`config.mk`:
```
export PLATFORM = sky130hd
export DESIGN_NAME = multdiv_issue_ctrl_flat
export DESIGN_NICKNAME = d
export VERILOG_FILES = /design/src/rtl/multdiv_issue_ctrl_if.sv /design/src/rtl/multdiv_issue_ctrl.sv /design/src/flat_wrapper.sv
export SDC_FILE = /design/constraint.sdc
export NUM_CORES = 1
export LEC_CHECK = 0
export BUFFER_PORTS_ARGS = -buffer_cell sky130_fd_sc_hd__buf_2
export CORE_MARGIN = 2
export CORE_UTILIZATION = 47
export DETAILED_ROUTE_END_ITERATION = 8
export MAX_ROUTING_LAYER = met4
export PLACE_DENSITY = 0.77
export SLEW_MARGIN = 20
export SYNTH_ARGS = -nofsm -noshare
export SYNTH_HDL_FRONTEND = slang
export SYNTH_SLANG_ARGS = --single-unit
```
`constraint.sdc`:
```
create_clock -name clock_i -period 3.2 [get_ports clock_i]
set_clock_uncertainty 0.05 [all_clocks]
set_input_delay 0.16 -clock clock_i [delete_from_list [all_inputs] [get_ports clock_i]]
set_output_delay 0.16 -clock clock_i [all_outputs]
set_load 0.005 [all_outputs]
```
`src/rtl/multdiv_issue_ctrl_if.sv`:
```
// Handshake bundle between the execute stage, the shared mult/div units,
// writeback, and the issue controller. The controller uses the slave modport.
interface multdiv_issue_ctrl_if;
    logic        issue_valid;
    logic        issue_op;
    logic [31:0] issue_a;
    logic [31:0] issue_b;
    logic [4:0]  issue_rd;
    logic        issue_ready;
    logic        flush;
    logic        stall;
    logic [31:0] md_operandA;
    logic [31:0] md_operandB;
    logic        ctrl_MULT;
    logic        ctrl_DIV;
    logic [31:0] mult_result;
    logic        mult_exception;
    logic        mult_rdy;
    logic [31:0] div_result;
    logic        div_exception;
    logic        div_rdy;
    logic        wb_valid;
    logic [4:0]  wb_rd;
    logic [31:0] wb_data;
    logic        wb_exception;
    logic        wb_ack;

    modport slave (
        input  issue_valid, issue_op, issue_a, issue_b, issue_rd, flush,
        input  mult_result, mult_exception, mult_rdy,
        input  div_result, div_exception, div_rdy, wb_ack,
        output issue_ready, stall, md_operandA, md_operandB, ctrl_MULT, ctrl_DIV,
        output wb_valid, wb_rd, wb_data, wb_exception
    );

    modport master (
        output issue_valid, issue_op, issue_a, issue_b, issue_rd, flush,
        output mult_result, mult_exception, mult_rdy,
        output div_result, div_exception, div_rdy, wb_ack,
        input  issue_ready, stall, md_operandA, md_operandB, ctrl_MULT, ctrl_DIV,
        input  wb_valid, wb_rd, wb_data, wb_exception
    );
endinterface

```
`src/rtl/multdiv_issue_ctrl.sv`:
```
// Issue/sequence controller for the shared multiplier/divider datapath.
// Define MULTDIV_TIMEOUT_EN to add the BUSY watchdog and the timeout_err_o port.
module multdiv_issue_ctrl #(
    parameter int unsigned MULT_MIN_CYCLES = 16,
    parameter int unsigned DIV_MIN_CYCLES  = 32,
    parameter int unsigned TIMEOUT_CYCLES  = 64
) (
    input  logic clock_i,
    input  logic reset_n_i,
`ifdef MULTDIV_TIMEOUT_EN
    output logic timeout_err_o,
`endif
    multdiv_issue_ctrl_if.slave bus
);
    typedef enum logic [1:0] {S_IDLE, S_START, S_BUSY, S_DONE} state_e;

    localparam logic [7:0] MULT_MIN = 8'(MULT_MIN_CYCLES);
    localparam logic [7:0] DIV_MIN  = 8'(DIV_MIN_CYCLES);
    localparam logic [4:0] RSTATUS  = 5'd30;

    // The elapsed-cycle counter is 8 bits and saturates, so larger limits could never match.
    if (MULT_MIN_CYCLES > 255 || DIV_MIN_CYCLES > 255 || TIMEOUT_CYCLES > 255) begin : g_cfg_chk
        $error("multdiv_issue_ctrl: cycle limits must fit the 8-bit counter");
    end

    state_e      state_q;
    logic        op_q;
    logic [31:0] a_q, b_q;
    logic [4:0]  rd_q;
    logic [7:0]  cnt_q, cnt_d;
    logic        ctrl_mult_q, ctrl_div_q;
    logic        wb_valid_q, wb_exc_q;
    logic [4:0]  wb_rd_q, wb_rd_d;
    logic [31:0] wb_data_q, wb_data_d;

    logic [7:0]  min_cyc;
    logic        sel_rdy, sel_exc, rdy_qual, tmo_hit, finish, exc_d;
    logic [31:0] sel_res;

    assign min_cyc  = op_q ? DIV_MIN : MULT_MIN;
    assign sel_rdy  = op_q ? bus.div_rdy       : bus.mult_rdy;
    assign sel_exc  = op_q ? bus.div_exception : bus.mult_exception;
    assign sel_res  = op_q ? bus.div_result    : bus.mult_result;
    // A ready left over from a previous operation is masked until the unit could have finished.
    assign rdy_qual = sel_rdy && (cnt_q >= min_cyc);

`ifdef MULTDIV_TIMEOUT_EN
    localparam logic [7:0] TMO_CNT = 8'(TIMEOUT_CYCLES);
    logic tmo_err_q;
    assign tmo_hit       = !rdy_qual && (cnt_q == TMO_CNT);
    assign timeout_err_o = tmo_err_q;
`else
    assign tmo_hit = 1'b0;
`endif

    assign finish    = rdy_qual | tmo_hit;
    assign exc_d     = tmo_hit | sel_exc;
    assign wb_rd_d   = exc_d ? RSTATUS : rd_q;
    assign wb_data_d = exc_d ? (op_q ? 32'd5 : 32'd4) : sel_res;
    assign cnt_d     = (cnt_q == 8'hFF) ? cnt_q : cnt_q + 8'd1;

    assign bus.issue_ready  = (state_q == S_IDLE);
    assign bus.stall        = (state_q != S_IDLE) | ((state_q == S_IDLE) & bus.issue_valid);
    assign bus.md_operandA  = a_q;
    assign bus.md_operandB  = b_q;
    assign bus.ctrl_MULT    = ctrl_mult_q;
    assign bus.ctrl_DIV     = ctrl_div_q;
    assign bus.wb_valid     = wb_valid_q;
    assign bus.wb_rd        = wb_rd_q;
    assign bus.wb_data      = wb_data_q;
    assign bus.wb_exception = wb_exc_q;

    always_ff @(posedge clock_i or negedge reset_n_i) begin
        if (!reset_n_i) begin
            state_q     <= S_IDLE;
            op_q        <= 1'b0;
            a_q         <= '0;
            b_q         <= '0;
            rd_q        <= '0;
            cnt_q       <= '0;
            ctrl_mult_q <= 1'b0;
            ctrl_div_q  <= 1'b0;
            wb_valid_q  <= 1'b0;
            wb_exc_q    <= 1'b0;
            wb_rd_q     <= '0;
            wb_data_q   <= '0;
`ifdef MULTDIV_TIMEOUT_EN
            tmo_err_q   <= 1'b0;
`endif
        end else begin
            ctrl_mult_q <= 1'b0;
            ctrl_div_q  <= 1'b0;
`ifdef MULTDIV_TIMEOUT_EN
            tmo_err_q   <= 1'b0;
`endif
            if (bus.flush) begin
                state_q    <= S_IDLE;
                wb_valid_q <= 1'b0;
            end else begin
                unique case (state_q)
                    S_IDLE: if (bus.issue_valid) begin
                        op_q        <= bus.issue_op;
                        a_q         <= bus.issue_a;
                        b_q         <= bus.issue_b;
                        rd_q        <= bus.issue_rd;
                        cnt_q       <= '0;
                        ctrl_mult_q <= !bus.issue_op;
                        ctrl_div_q  <= bus.issue_op;
                        state_q     <= S_START;
                    end
                    // Counter tracks cycles elapsed since the start strobe.
                    S_START: begin
                        cnt_q   <= 8'd1;
                        state_q <= S_BUSY;
                    end
                    S_BUSY: if (finish) begin
                        wb_valid_q <= 1'b1;
                        wb_exc_q   <= exc_d;
                        wb_rd_q    <= wb_rd_d;
                        wb_data_q  <= wb_data_d;
                        state_q    <= S_DONE;
`ifdef MULTDIV_TIMEOUT_EN
                        tmo_err_q  <= tmo_hit;
`endif
                    end else begin
                        cnt_q <= cnt_d;
                    end
                    S_DONE: if (bus.wb_ack) begin
                        wb_valid_q <= 1'b0;
                        state_q    <= S_IDLE;
                    end
                    default: state_q <= S_IDLE;
                endcase
            end
        end
    end
endmodule

```
`src/flat_wrapper.sv`:
```
// flat-port wrapper written by rule: the top's interface ports become plain ports
module multdiv_issue_ctrl_flat 
#(
    parameter int unsigned MULT_MIN_CYCLES = 16,
    parameter int unsigned DIV_MIN_CYCLES  = 32,
    parameter int unsigned TIMEOUT_CYCLES  = 64
)
  (clock_i, reset_n_i, bus_issue_valid, bus_issue_op, bus_issue_a, bus_issue_b, bus_issue_rd, bus_flush, bus_mult_result, bus_mult_exception, bus_mult_rdy, bus_div_result, bus_div_exception, bus_div_rdy, bus_wb_ack, bus_issue_ready, bus_stall, bus_md_operandA, bus_md_operandB, bus_ctrl_MULT, bus_ctrl_DIV, bus_wb_valid, bus_wb_rd, bus_wb_data, bus_wb_exception);
  multdiv_issue_ctrl_if bus_i ();
  input  logic clock_i;
  input  logic reset_n_i;
  input wire logic [$bits(bus_i.issue_valid)-1:0] bus_issue_valid;
  input wire logic [$bits(bus_i.issue_op)-1:0] bus_issue_op;
  input wire logic [$bits(bus_i.issue_a)-1:0] bus_issue_a;
  input wire logic [$bits(bus_i.issue_b)-1:0] bus_issue_b;
  input wire logic [$bits(bus_i.issue_rd)-1:0] bus_issue_rd;
  input wire logic [$bits(bus_i.flush)-1:0] bus_flush;
  input wire logic [$bits(bus_i.mult_result)-1:0] bus_mult_result;
  input wire logic [$bits(bus_i.mult_exception)-1:0] bus_mult_exception;
  input wire logic [$bits(bus_i.mult_rdy)-1:0] bus_mult_rdy;
  input wire logic [$bits(bus_i.div_result)-1:0] bus_div_result;
  input wire logic [$bits(bus_i.div_exception)-1:0] bus_div_exception;
  input wire logic [$bits(bus_i.div_rdy)-1:0] bus_div_rdy;
  input wire logic [$bits(bus_i.wb_ack)-1:0] bus_wb_ack;
  output wire logic [$bits(bus_i.issue_ready)-1:0] bus_issue_ready;
  output wire logic [$bits(bus_i.stall)-1:0] bus_stall;
  output wire logic [$bits(bus_i.md_operandA)-1:0] bus_md_operandA;
  output wire logic [$bits(bus_i.md_operandB)-1:0] bus_md_operandB;
  output wire logic [$bits(bus_i.ctrl_MULT)-1:0] bus_ctrl_MULT;
  output wire logic [$bits(bus_i.ctrl_DIV)-1:0] bus_ctrl_DIV;
  output wire logic [$bits(bus_i.wb_valid)-1:0] bus_wb_valid;
  output wire logic [$bits(bus_i.wb_rd)-1:0] bus_wb_rd;
  output wire logic [$bits(bus_i.wb_data)-1:0] bus_wb_data;
  output wire logic [$bits(bus_i.wb_exception)-1:0] bus_wb_exception;
  assign bus_i.issue_valid = bus_issue_valid;
  assign bus_i.issue_op = bus_issue_op;
  assign bus_i.issue_a = bus_issue_a;
  assign bus_i.issue_b = bus_issue_b;
  assign bus_i.issue_rd = bus_issue_rd;
  assign bus_i.flush = bus_flush;
  assign bus_i.mult_result = bus_mult_result;
  assign bus_i.mult_exception = bus_mult_exception;
  assign bus_i.mult_rdy = bus_mult_rdy;
  assign bus_i.div_result = bus_div_result;
  assign bus_i.div_exception = bus_div_exception;
  assign bus_i.div_rdy = bus_div_rdy;
  assign bus_i.wb_ack = bus_wb_ack;
  assign bus_issue_ready = bus_i.issue_ready;
  assign bus_stall = bus_i.stall;
  assign bus_md_operandA = bus_i.md_operandA;
  assign bus_md_operandB = bus_i.md_operandB;
  assign bus_ctrl_MULT = bus_i.ctrl_MULT;
  assign bus_ctrl_DIV = bus_i.ctrl_DIV;
  assign bus_wb_valid = bus_i.wb_valid;
  assign bus_wb_rd = bus_i.wb_rd;
  assign bus_wb_data = bus_i.wb_data;
  assign bus_wb_exception = bus_i.wb_exception;
  multdiv_issue_ctrl #(.MULT_MIN_CYCLES(MULT_MIN_CYCLES), .DIV_MIN_CYCLES(DIV_MIN_CYCLES), .TIMEOUT_CYCLES(TIMEOUT_CYCLES)) u_core (.clock_i(clock_i), .reset_n_i(reset_n_i), .bus(bus_i));
endmodule
```
==> summary.txt, run 1 <==
Layout
  • Layout cells sized above 1: between 50% and 60%
  • Inserted Diodes: 0
  • Area Growth Syn to Fin: 50.2%
  • Most frequent cells in the layout: sky130_fd_sc_hd__buf_2, sky130_fd_sc_hd__dfrtp_1, sky130_fd_sc_hd__mux2_2
  • Count of nets after finishing: roughly 900
  • Most common library cell in the layout ignoring fill and taps: sky130_fd_sc_hd__buf_2
  • Post-layout instance area: between 0.008 and 0.009 mm2

Setup path
  • Worst setup EP type: register
  • Startpoint Class: register
  • Crit path kind: register to register
  • CP max-delay cell: sky130_fd_sc_hd__or3_2
  • Data required time of the worst path: between 3 and 4 ns
  • Crit path DAT: 2.90 ns
  • CP peak stage delay: between 0.8 and 0.9 ns
  • Buffer and inverter count on the worst path: 1
  • Origin of the critical flop-to-flop path: u_core.cnt_q[4]$_DFFE_PN0P_
  • Crit path cell chain: inv_1 > ha_1 > nand4bb_1 > a211o_1 > or3_2 > mux2_4
  • Kind of cell with the highest combined delay on the critical path: simple AND/OR/NAND/NOR gates
  • Maximum fanout along the worst path: 38
  • Worst Reg2Reg Path Length in Cells: 6
  • End of the worst register-to-register path: u_core.bus.wb_data[28]$_DFFE_PN0P_
  • Reg2reg setup slack: 0.55 ns

Global route
  • Global-route wire length before repair: between 20 and 30 mm
  • Via count of the first global-routing pass: about 4900
  • Largest net degree at the start of global routing: 50
  • GR Overflow Total: 0
  • Initial antenna violation count: 0
  • Global-route usage over all layers: a little over a quarter

Synthesis
  • Largest area contributor in the synthesized netlist: sky130_fd_sc_hd__dfrtp_1
  • Share of the yosys chip area belonging to registers: a little under three fifths
  • Warnings, synthesis: 0
  • Number of storage elements in the synthesis netlist: 121
  • Syn_nets: ~560
  • Syn Std Cell Area: about 0.0055 mm2
  • Fraction of post-synthesis cell area in the top cell type by area: between 50% and 60%
  • Number of enable-type register cells in the synthesized netlist: 0
  • Cells after synthesis: 410
  • Async SR Flop Fraction: 100%
  • Mean cell area of the mapped netlist: approximately 13 um2
  • Top_reg_cell synth: sky130_fd_sc_hd__dfrtp_1
  • Count of distinct cell types in the synthesized netlist: 40
  • Largest cells by area after synthesis: sky130_fd_sc_hd__dfrtp_1, sky130_fd_sc_hd__mux2_2, sky130_fd_sc_hd__mux2i_1, sky130_fd_sc_hd__mux2_4, sky130_fd_sc_hd__nor2_1

Power
  • Relative contribution of the clock network to total power: approximately 28%
  • Total power per unit cell area: 859 mW/mm2
  • Cell leakage power: 0.00426 uW
  • Internal power consumption: between 4000 and 5000 uW
  • Sequential group share of total power: a little under two fifths
  • Switching fraction of total power: a little under a third
  • Net load switching power: 2170 uW
  • Combinational fraction of design power: a little over a third
  • Worst voltage drop across the vdd grid: between 0.5 and 0.6 mV

Clock tree
  • CTS sink cnt: 121
  • Post_cts resized: 0
  • Clock buffer count from CTS: 17
  • H-Tree Depth: 4
  • Register clock-pin slew on the reported worst setup and hold paths: approximately 0.060 ns
  • Insertion delay of the later-clocked pin in the worst-skew pair: 0.41 ns
  • CTS root buffer: sky130_fd_sc_hd__clkbuf_16
  • Clock buffer depth: 2
  • Clock tree from TritonCTS: yes
  • Post-CTS Setup Bufs: 0

Floorplanning
  • Io pins: 250
  • Core Area: between 0.01 and 0.015 mm2
  • Number of rows created at floorplan: 39
  • Die area: between 0.01 and 0.015 mm2
  • Die outline height: between 100 and 150 um
  • Die Span X: about 110 um
  • Initial cell density of the core: about 48%

Job
  • Count of max-cap constraint violations: 0

Timing
  • RSZ-0062 raised after global routing: no
  • Final setup vio count: 0
  • Fin. max-slew vios: 0
  • Post-layout minimum cycle time: 2.65 ns
  • Final TNS setup: 0 ns
  • Highest clock rate: between 0.3 and 0.4 GHz
  • Final-layout worst hold slack: between 0.03 and 0.04 ns
  • Relative slew margins: about 30%
  • Hold Fails Final Rpt: 0
  • Portion of the clock cycle consumed by the worst path in the final layout: 82.9%
  • Slew of the pin with the lowest slew margin: slightly above 1 ns

Placed design
  • Post-DP HPWL: 9.94 mm
  • Count of input and output buffers: approximately 250
  • Placed cell areas: ~0.007 mm2
  • Final Wtd Congestion: 0.881

Min path
  • Endpoint of the worst hold path: u_core.bus.wb_data[2]$_DFFE_PN0P_
  • Origin of the worst min-delay path: bus_div_result[2]
  • Worst min-delay path category: primary input to register
  • Cell depth of the worst min-delay path: 3

Status
  • Run status: finished clean

Routing
  • Total Wirelength: around 16 mm
  • Violation count after the first detailed-route iteration: roughly 280
  • Vias after detailed routing: approximately 4500
  • DRC violations left: 0
  • Post-DR wirelength/cell: roughly 18 um
  • Ratio of routed vias to standard cells: about 5
  • Detailed-router iteration count before antenna repair: 4
  • Post-route antenna net violation count: 0
[worst min-delay path, cell delays in order]
cell	delay (ns)
sky130_fd_sc_hd__buf_2	0.08
sky130_fd_sc_hd__a211o_1	0.10
sky130_fd_sc_hd__mux2_2	0.13
[how the worst max path moves through the flow]
stage	startpoint	to	slack (ns)	cells after the start
CTS	u_core.cnt_q[4]$_DFFE_PN0P_	u_core.bus.wb_data[28]$_DFFE_PN0P_	0.55	6
finish	u_core.cnt_q[4]$_DFFE_PN0P_	u_core.bus.wb_data[28]$_DFFE_PN0P_	0.55	6
detailed placement	u_core.cnt_q[4]$_DFFE_PN0P_	u_core.bus.wb_data[24]$_DFFE_PN0P_	0.54	6
global placement	u_core.cnt_q[4]$_DFFE_PN0P_	u_core.bus.wb_data[27]$_DFFE_PN0P_	0.64	6
floorplan	u_core.op_q$_DFFE_PN0P_	u_core.bus.wb_data[15]$_DFFE_PN0P_	0.42	10
global route	u_core.cnt_q[4]$_DFFE_PN0P_	u_core.bus.wb_data[28]$_DFFE_PN0P_	0.42	6
[cell usage after synthesis (3+ instances only)]
master                     number
sky130_fd_sc_hd__inv_1         18
sky130_fd_sc_hd__clkbuf_1       7
sky130_fd_sc_hd__a21oi_1        3
sky130_fd_sc_hd__a31oi_1        7
sky130_fd_sc_hd__mux2i_1       38
sky130_fd_sc_hd__o21a_1         3
sky130_fd_sc_hd__nor2_1        43
sky130_fd_sc_hd__buf_1          5
sky130_fd_sc_hd__o21ai_0        4
sky130_fd_sc_hd__nand2_1        6
sky130_fd_sc_hd__buf_2          6
sky130_fd_sc_hd__and3_1         3
sky130_fd_sc_hd__mux2_2        88
sky130_fd_sc_hd__mux2_4        16
sky130_fd_sc_hd__nand3_1        5
sky130_fd_sc_hd__dfrtp_1      121
sky130_fd_sc_hd__buf_6          3
sky130_fd_sc_hd__ha_1           9
[layout make-up]
class / count / area (um2)
clock buffer: 21 / 480
multi-input combinational: 250 / 2270
fill: 778 / 3170
sequential: 121 / 3030
timing repair buffer: 326 / 2030
inverter: 18 / 67.6
clock inverter: 11 / 144
tap: 143 / 179
[registers in the layout, summed over array words and instances (netlist names)]
register / flops
u_core.bus.wb_rd: 5
u_core.bus.wb_valid: 1
u_core.op_q: 1
u_core.rd_q: 5
u_core.state_q: 2
u_core.bus.ctrl_MULT: 1
u_core.bus.md_operandB: 32
u_core.bus.ctrl_DIV: 1
u_core.cnt_q: 8
u_core.bus.wb_exception: 1
u_core.bus.wb_data: 32
u_core.bus.md_operandA: 32
[logic make-up after synthesis]
kind of cell               after synthesis  synth area share, %
AOI/OAI and AO/OA                       30                 3.94
adders and majority gates                9                 2.06
buffers and inverters                   39                 3.23
DFF                                    121                 55.5
muxes                                  142                 29.5
and+or+nand+nor                         69                 5.75
[metrics by stage]
stage	util, %	setup slack, ns	power, uW	cells
finish	72.1	0.548	7040	890
global route	72.1	0.424	7420	890
CTS	72.1	0.551	7020	890
detailed placement	60.3	0.538	4930	786
global placement	60.3	0.638	4810	786
floorplan	-	0.423	3860	410
[power by group through the flow]
stage / Clock, uW / Combinational [uW] / Sequential [uW]
after floorplan: 0 / 1270 / 2590
after global placement: 0 / 2270 / 2540
after detailed placement: 0 / 2350 / 2570
after CTS: 2010 / 2440 / 2570
after global routing: 2100 / 2660 / 2670
final: 1990 / 2450 / 2600
[routing by layer]
layer | up-vias | part of all wire (%) | routed length [um] | global-route usage [%]
li1 | 2084 | - | - | -
met1 | 2154 | 39 | 6120 | 30.1
met2 | 235 | 50 | 7760 | 43.8
met3 | 46 | 7.6 | 1190 | 7.24
met4 | 0 | 3.5 | 544 | 12.3
met5 | - | 0 | 0 | -
[timing repair]
item,4_1_cts,5_1_grt
hold endpoints to repair,119,0
setup endpoints to repair,0,0
hold buffers,72,0
No activity file was read; power rests on OpenSTA's default activity.
==> run 2, diff against run 1 <==
--- a/config.mk
+++ b/config.mk
@@ -7,10 +7,10 @@
 export LEC_CHECK = 0
 export BUFFER_PORTS_ARGS = -buffer_cell sky130_fd_sc_hd__buf_2
 export CORE_MARGIN = 2
-export CORE_UTILIZATION = 47
+export CORE_UTILIZATION = 43
 export DETAILED_ROUTE_END_ITERATION = 8
 export MAX_ROUTING_LAYER = met4
-export PLACE_DENSITY = 0.77
+export PLACE_DENSITY = 0.74
 export SLEW_MARGIN = 20
 export SYNTH_ARGS = -nofsm -noshare
 export SYNTH_HDL_FRONTEND = slang
==> constraint.sdc (replaced) <==
create_clock -name clock_i -period 2.35 [get_ports clock_i]
set_clock_uncertainty 0.05 [all_clocks]
set_input_delay 0.1175 -clock clock_i [delete_from_list [all_inputs] [get_ports clock_i]]
set_output_delay 0.1175 -clock clock_i [all_outputs]
set_load 0.005 [all_outputs]
==> run 2 against run 1 <==
  * Power up 30%
  * Combinational power up 37%
  * Hold slack better by 0.0013 ns
  * Final cell count up 3.8%
  * Global-route usage down 4.3 points
  * Flip-flop and latch count unchanged
  * First-iteration DRC count down 42%
  * Routed wire length down 4.9%
  * Critical path type unchanged
  * Largest cell class unchanged
  * Critical path depth up 1
  * Non-clock buffer count up 7
  * Via count down 0.42%
  * Clock power up 16%
==> summary.txt, run 2 (same netlist as run 1, synthesis figures left out) <==
Status
  • Run status: finished clean

Layout
  • Most frequent cells in the layout: sky130_fd_sc_hd__buf_2, sky130_fd_sc_hd__dfrtp_1, sky130_fd_sc_hd__mux2_2
  • Non-Filler Instances: 924 (+3.8%)
  • Inserted Diodes: 0 (unchanged)
  • Most common library cell in the layout ignoring fill and taps: sky130_fd_sc_hd__buf_2
  • Count of nets after finishing: 893 (+0.79%)
  • Register area: 0.00303 mm2 (unchanged)
  • Layout cells sized above 1: 52.9% (about the same)
  • Number of fill cells in the layout: 945 (+21%)
  • Area of combinational cells with multiple inputs: 0.00228 mm2 (+0.55%)
  • Area Growth Syn to Fin: 50.5%

Clock tree
  • CTS root buffer: sky130_fd_sc_hd__clkbuf_16
  • H-Tree Depth: 4 (unchanged)
  • Register clock-pin slew on the reported worst setup and hold paths: 0.05 ns (about the same)
  • CTS sink cnt: 121 (unchanged)
  • Post_cts resized: 0 (unchanged)
  • Clock tree from TritonCTS: yes
  • Clock buffer count from CTS: 17 (unchanged)
  • Clock buffer depth: 2 (unchanged)
  • Insertion delay of the later-clocked pin in the worst-skew pair: 0.41 ns (about the same)

Timing
  • Final TNS setup: 0 ns (unchanged)
  • Highest clock rate: 0.434 GHz (+15%)
  • Post-layout minimum cycle time: 2.31 ns (-0.347 ns)
  • Relative slew margins: 55.8% (+25 points)
  • Slew of the pin with the lowest slew margin: 0.663 ns (-0.375 ns)
  • Portion of the clock cycle consumed by the worst path in the final layout: 98.1% (+15 points)
  • Final setup vio count: 0 (unchanged)
  • Hold Fails Final Rpt: 0 (unchanged)
  • Fin. max-slew vios: 0 (unchanged)

Floorplanning
  • Initial cell density of the core: 43.6% (-4.4 points)
  • Die Span X: 117 um (+4.4%)
  • Die area: 0.0136 mm2 (+9.0%)
  • Die outline height: 117 um (+4.4%)
  • Io pins: 250 (unchanged)
  • Number of rows created at floorplan: 41 (+5.1%)
  • Core Area: 0.0125 mm2 (+10%)

Setup path
  • Worst Reg2Reg Path Length in Cells: 7 (+1)
  • CP max-delay cell: sky130_fd_sc_hd__or3_2
  • Data required time of the worst path: 2.59 ns (-0.85 ns)
  • Crit path kind: register to register
  • Startpoint of the most critical setup path: u_core.cnt_q[4]$_DFFE_PN0P_
  • End of the worst register-to-register path: u_core.bus.wb_data[25]$_DFFE_PN0P_
  • Worst setup EP type: register
  • Reg2reg setup slack: 0.04 ns (-0.50 ns)
  • Maximum fanout along the worst path: 38 (unchanged)
  • Crit path cell chain: inv_1 > ha_4 > nand4bb_1 > a211o_1 > or3_2 > buf_12 > mux2_4
  • Startpoint Class: register
  • Crit path capture: u_core.bus.wb_data[25]$_DFFE_PN0P_
  • Crit path DAT: 2.55 ns (-0.35 ns)
  • Origin of the critical flop-to-flop path: u_core.cnt_q[4]$_DFFE_PN0P_
  • CP peak stage delay: 0.44 ns (-0.41 ns)

Placed design
  • Post-DP HPWL: 9.42 mm (-5.2%)
  • Final Wtd Congestion: 0.830 (-5.8%)
  • Count of input and output buffers: 249 (unchanged)
  • Number of placed instances, taps included: 820 (+4.3%)

Global route
  • Via count of the first global-routing pass: 4669 (-4.0%)
  • Global-route usage over all layers: 22.2% (-4.3 points)
  • Largest net degree at the start of global routing: 61 (+22%)
  • GR Overflow Total: 0 (unchanged)
  • Global-route wire length before repair: 22.3 mm (-11%)
  • Initial antenna violation count: 0 (unchanged)

Routing
  • Vias after detailed routing: 4500 (-0.42%)
  • Post-DR wirelength/cell: 16.1 um (-8.4%)
  • Violation count after the first detailed-route iteration: 164 (-42%)
  • Total Wirelength: 14.9 mm (-4.9%)
  • Detailed-router iteration count before antenna repair: 6 (+2)
  • Ratio of routed vias to standard cells: 4.87 (-4.1%)
  • DRC violations left: 0 (unchanged)
  • Post-route antenna net violation count: 0 (unchanged)

Power
  • Total power per unit cell area: 1120 mW/mm2 (+30%)
  • Switching fraction of total power: 31.2% (+0.41 points)
  • Cell leakage power: 0.00426 uW (about the same)
  • Net load switching power: 2870 uW (+32%)
  • Combinational fraction of design power: 36.5% (+1.7 points)
  • Sequential group share of total power: 38.3% (+1.4 points)
  • Internal power consumption: 6310 uW (+30%)
  • Relative contribution of the clock network to total power: 25.2% (-3.1 points)
  • Worst voltage drop across the vdd grid: 0.647 mV (+23%)

Min path
  • Worst min-delay path category: primary input to register

Job
  • Count of max-cap constraint violations: 0 (unchanged)
## run 2: cell count changes in the layout (fill, tap and decap cells not counted), sizes merged
cell | before | now
dlygate4sd3 | 72 | 73
clkbuf | 21 | 20
clkinvlp | 4 | 1
buf | 254 | 260
clkinv | 4 | 8
bufinv | 3 | 1
## run 2: stage by stage
stage          instance area (um2)  util [%]  total power [uW]  setup slack (ns)  hold slack (ns)
6_report                      8210      65.6              9180            0.0447           0.0405
5_1_grt                       8210      65.6              9720          -0.00574           0.0418
4_1_cts                       8200      65.5              9180            0.0589           0.0178
3_5_place_dp                  6960      55.6              6720            0.0581            0.141
3_3_place_gp                  6960      55.6              6580             0.116            0.126
2_1_floorplan                 5500         -              5300           -0.0444           -0.228
## run 2: layer usage
| layer | wire, um | part of all wire [%] | GRT usage, % |
|---|---|---|---|
| met5 | 0 | 0 | - |
| met4 | 318 | 2.1 | 9.18 |
| met3 | 1080 | 7.3 | 5.97 |
| met2 | 7580 | 51 | 38.4 |
| met1 | 5870 | 40 | 24.4 |
## run 2: cell type report
| class | count | share of cell area [%] |
|---|---|---|
| sequential | 121 | 36.9 |
| multi-input combinational | 250 | 27.8 |
| timing repair buffer | 333 | 25.6 |
| clock buffer | 20 | 5.32 |
| tap | 172 | 2.62 |
| clock inverter | 10 | 0.990 |
| inverter | 18 | 0.853 |
## run 2: worst min-delay path by stage
stage / start / to / slack, ns / cells past startpoint
finish: bus_wb_ack / u_core.bus.wb_valid$_DFFE_PN0P_ / 0.04 / 4
global placement: reset_n_i / u_core.bus.md_operandA[10]$_DFFE_PN0P_ / 0.13 / 1
detailed placement: reset_n_i / u_core.bus.md_operandA[2]$_DFFE_PN0P_ / 0.14 / 1
floorplan: reset_n_i / u_core.bus.ctrl_DIV$_DFF_PN0_ / -0.23 / 0
CTS: bus_mult_result[11] / u_core.bus.wb_data[11]$_DFFE_PN0P_ / 0.02 / 4
global route: bus_wb_ack / u_core.bus.wb_valid$_DFFE_PN0P_ / 0.04 / 4
## run 2: repair_timing
item,CTS,global route
buffers inserted,0,1
hold buffers,73,0
endpoints found under the hold margin,121,0
endpoints found under the setup margin,0,15
## run 2: power groups by stage
stage	combinational (uW)	sequential (uW)	clock [uW]
after floorplan	1770	3530	0
after global placement	3130	3450	0
after detailed placement	3230	3490	0
after CTS	3330	3490	2360
after global routing	3660	3610	2450
final	3350	3520	2310
## run 2: critical path, delay by kind of cell, from the launching register on
family | cells | cell delay, ns
fa+ha+maj | 1 | 0.26
compound gates | 1 | 0.27
mux | 1 | 0.32
buf+inv | 2 | 0.32
simple gates | 2 | 0.53
flops | 1 | 0.40
